<file path="config.mk">
export PLATFORM = sky130hd
export DESIGN_NAME = eje6_tdm_tx
export DESIGN_NICKNAME = d
export VERILOG_FILES = /design/src/rtl/eje6_tdm_tx.sv
export SDC_FILE = /design/constraint.sdc
export NUM_CORES = 1
export LEC_CHECK = 0
export CAP_MARGIN = 25
export CORE_AREA = 4 4 41 43
export DETAILED_ROUTE_END_ITERATION = 8
export DIE_AREA = 0 0 45 47
export PLACE_DENSITY = 0.65
export SYNTH_ARGS = -nofsm -noshare
export SYNTH_HDL_FRONTEND = slang
export SYNTH_SLANG_ARGS = --single-unit
</file>
<file path="constraint.sdc">
create_clock -name clk -period 1.5 [get_ports clk]
set_clock_uncertainty 0.1 [all_clocks]
set_input_delay 0.225 -clock clk [delete_from_list [all_inputs] [get_ports clk]]
set_output_delay 0.225 -clock clk [all_outputs]
set_load 0.01 [all_outputs]
</file>
<file path="src/rtl/eje6_tdm_tx.sv">
// eje6_tdm_tx: round-robin TDM transmitter feeding a 1:4 demux (d, s1:s0).
// Ports: clk, rst (async, active-high); in_valid/in_ready/in_data[3:0]
// word handshake; d, s0, s1 serial data and slot select; busy, frame_done.
// Param DWELL (1..255) cycles per slot. Macro EJE6_CONT_EN: back-to-back
// frames, a new word may be taken in the frame_done cycle, else repeat.
module eje6_tdm_tx #(
  parameter int DWELL = 2
) (
  input  logic       clk,
  input  logic       rst,
  input  logic       in_valid,
  output logic       in_ready,
  input  logic [3:0] in_data,
  output logic       d,
  output logic       s0,
  output logic       s1,
  output logic       busy,
  output logic       frame_done
);

  localparam int CW = (DWELL > 1) ? $clog2(DWELL + 1) : 1;
  localparam logic [CW-1:0] LAST = CW'(DWELL - 1);

  typedef enum logic {
    IDLE,
    SEND
  } state_e;

  state_e        state_q, state_d;
  logic [3:0]    word_q, word_d;
  logic [1:0]    slot_q, slot_d;
  logic [CW-1:0] cnt_q, cnt_d;

  logic slot_end;
  logic last;
  logic accept;

  assign slot_end = (state_q == SEND) && (cnt_q == LAST);
  assign last     = slot_end && (slot_q == 2'd3);

`ifdef EJE6_CONT_EN
  assign in_ready = (state_q == IDLE) || last;
`else
  assign in_ready = (state_q == IDLE);
`endif

  assign accept = in_valid && in_ready;

  assign busy       = (state_q == SEND);
  assign s0         = busy & slot_q[0];
  assign s1         = busy & slot_q[1];
  assign d          = busy & word_q[slot_q];
  assign frame_done = last;

  always_ff @(posedge clk or posedge rst) begin
    if (rst) begin
      state_q <= IDLE;
      word_q  <= '0;
      slot_q  <= '0;
      cnt_q   <= '0;
    end else begin
      state_q <= state_d;
      word_q  <= word_d;
      slot_q  <= slot_d;
      cnt_q   <= cnt_d;
    end
  end

  always_comb begin
    state_d = state_q;
    word_d  = word_q;
    slot_d  = slot_q;
    cnt_d   = cnt_q;
    unique case (state_q)
      IDLE: begin
        if (accept) begin
          word_d  = in_data;
          slot_d  = '0;
          cnt_d   = '0;
          state_d = SEND;
        end
      end
      SEND: begin
        if (slot_end) begin
          cnt_d  = '0;
          // slot 3 wraps to 0, which is exactly the next frame's start
          slot_d = slot_q + 2'd1;
          if (last) begin
`ifdef EJE6_CONT_EN
            if (accept) begin
              word_d = in_data;
            end
`else
            state_d = IDLE;
`endif
          end
        end else begin
          cnt_d = cnt_q + CW'(1);
        end
      end
      default: state_d = IDLE;
    endcase
  end

endmodule

</file>
==> reports/qor.csv <==
metric,value,unit
n_diodes,0,
"Net Count, Synth",42,
DRC Markers,0,
initial antenna violation count,0,
Die ar.,0.00212,mm^2
PortBufs,12,
Die X-Extent,45,um
largest net degree at the start of global routing,10,
Detailed Route WL,980,um
Worst Setup Path Type,reg -> out,
routability congestion estimate,0.737,
row cnt,13,
hold slack,0.119,ns
GRT Resource Usage Total,0.110,
Worst EP arrival,1.37,ns
post-DR wirelength/cell,13.2,um
Worst Tran Pin Value,0.333,ns
combinational power share,0.574,
routed vias,358,
"Slew Viols, Final",0,
fill count,135,
vias per inst,4.84,
Sw Pwr,446,uW
crit end category,output pin,
Max-Cap Viols,0,
CTS Buf Count,3,
CTS max path bufs,2,
Worst-Skew Late Latency,0.26,ns
failing checks,negative setup slack,
final worst-path cycle share,1.13,
Place WS,-0.289,ns
sequential fraction of the synthesis area,0.514,
vias in the first global route,401,
GRT overflow,0,
CORE AREA,0.00130,mm^2
Util after Layout,0.510,
Synth Instances,34,
sequential cell area,226,um^2
P_leak,0.315,nW
Worst path max stage delay,0.49,ns
Peak supply drop,974,uV
Die Span Y,47,um
first-pass GRT wire length,1.63,mm
I/O pin count,13,
worst-path maximum fanout,2,
Worst path slowest cell,mux4_2,
clock sink count,9,
status,"complete, but fails checks",
Root Buffer,clkbuf_4,
Bufs and invs on worst path,1,
Ys Warns,0,
Critical Path Start Type,flip-flop,
ANT nets after route,0,
min Tclk post-route,1.69,ns
Pwr Total,1.40,mW
"Hold Violations, Final",0,
CTS tree,built,
Post-layout nets,68,
Final WS setup,-0.194,ns
Layout area overhead,51.4,%
drt first pass iters,2,
Clock power frac,0.132,
sequential share of power,0.294,
Worst EP required,1.17,ns
H-Tree Depth,1,
Max Clk Rate,590,MHz
cells along the critical path,"mux4_2, and2_4, buf_6",
setup violators final,2,
Hold/Removal Path Class,in -> async,
Pint,957,uW
RSZ-0062 raised after global routing,true,
DRT iter0 DRCs,1,
Pwr per Cell Area,2120,mW/mm^2
Worst-path clk slew,0.06,ns
Max-Slew Margin vs Limit,0.778,
multi-input logic area,201,um^2
Synth Register Bits,9,
switch share,0.318,
cell family with most CP delay,multiplexers,
Post-Syn Area per Cell,12.9,um^2
initial cell density of the core,0.337,
share of layout cells above drive strength 1,0.475,
synthesized area,438,um^2
synth unique cells,17,
[registers in the layout, indices dropped and copies added (netlist names)]
signal  cells
slot_q      2
busy        1
cnt_q       2
word_q      4
[synth_stat cells]
cell,count,area share
a211oi_1,1,0.017
and3_1,1,0.014
inv_1,3,0.026
nor2b_1,2,0.029
ha_1,1,0.029
and4b_1,1,0.023
mux2_2,5,0.13
nand2b_1,1,0.014
a31oi_1,1,0.014
buf_2,1,0.011
and2_2,1,0.017
mux4_2,1,0.051
and2_1,2,0.029
a221o_1,2,0.046
nor2_1,1,0.0086
and4bb_2,1,0.029
dfrtp_1,9,0.51
[metal layers]
layer,routed length (um),GRT usage,part of all wire
met5,0,0,0
met4,14,0.0585,0.014
met3,54,0.0268,0.055
met2,527,0.206,0.54
met1,383,0.111,0.39
[metrics by stage]
step	cells	setup TNS [ns]	area, um^2
CTS	73	-0.335	649
global route	74	-0.379	663
detailed placement	67	-0.681	624
global placement	67	-0.575	624
finish	74	-0.290	663
floorplan	34	0	438
[repair_timing]
action / in CTS / in global routing
setup buffers: 2 / 1
hold buffers: 0 / 0
gates cloned: 0 / 0
endpoints found under the setup margin: 6 / 5
resized for setup: 17 / 4
pin swaps: 1 / 0
[layout make-up]
class,instances,area share
clock buffer,4,0.0396
inverter,3,0.0170
multi-input combinational,21,0.304
sequential,9,0.342
tap,15,0.0283
timing repair buffer,22,0.270
[path summary, 6_finish.rpt]
path / start / end / slack [ns] / depth (start not counted)
min in group clk: word_q[2] / word_q[2] / 0.41 / 1
hold reg to reg: word_q[2] / word_q[2] / 0.41 / 1
hold / removal: rst / word_q[2] / 0.12 / 2
setup / recovery: slot_q[0] / d / -0.19 / 3
max in group asynchronous: rst / busy / 0.91 / 2
setup reg to reg: slot_q[0] / slot_q[1] / 0.04 / 4
[power groups by stage]
| stage | Combinational, mW | Sequential [mW] | Clock, mW |
|---|---|---|---|
| floorplan | 0.394 | 0.428 | 0 |
| global placement | 0.725 | 0.431 | 0 |
| detailed placement | 0.757 | 0.442 | 0 |
| CTS | 0.739 | 0.422 | 0.185 |
| global route | 0.885 | 0.426 | 0.197 |
| finish | 0.805 | 0.413 | 0.185 |
[cells by family after synthesis]
logic type,synth area share
adder cells (fa/ha/maj),0.0286
AO/OA/AOI/OAI,0.0772
flip-flops,0.514
AND/OR/NAND/NOR,0.163
multiplexers,0.180
buffers and inverters,0.0371
[cell usage in the layout, fill, tap and decap left out, types with 2 or more instances in the layout]
cell type	synthesis	layout
buf_4	0	10
dfrtp_1	9	8
clkdlybuf4s50_1	0	6
mux2_2	5	5
inv_1	3	3
clkbuf_4	0	3
nor2b_1	2	2
a221o_1	2	2
dlygate4sd2_1	0	2
buf_2	1	2
(Power assumes the default switching activity.)
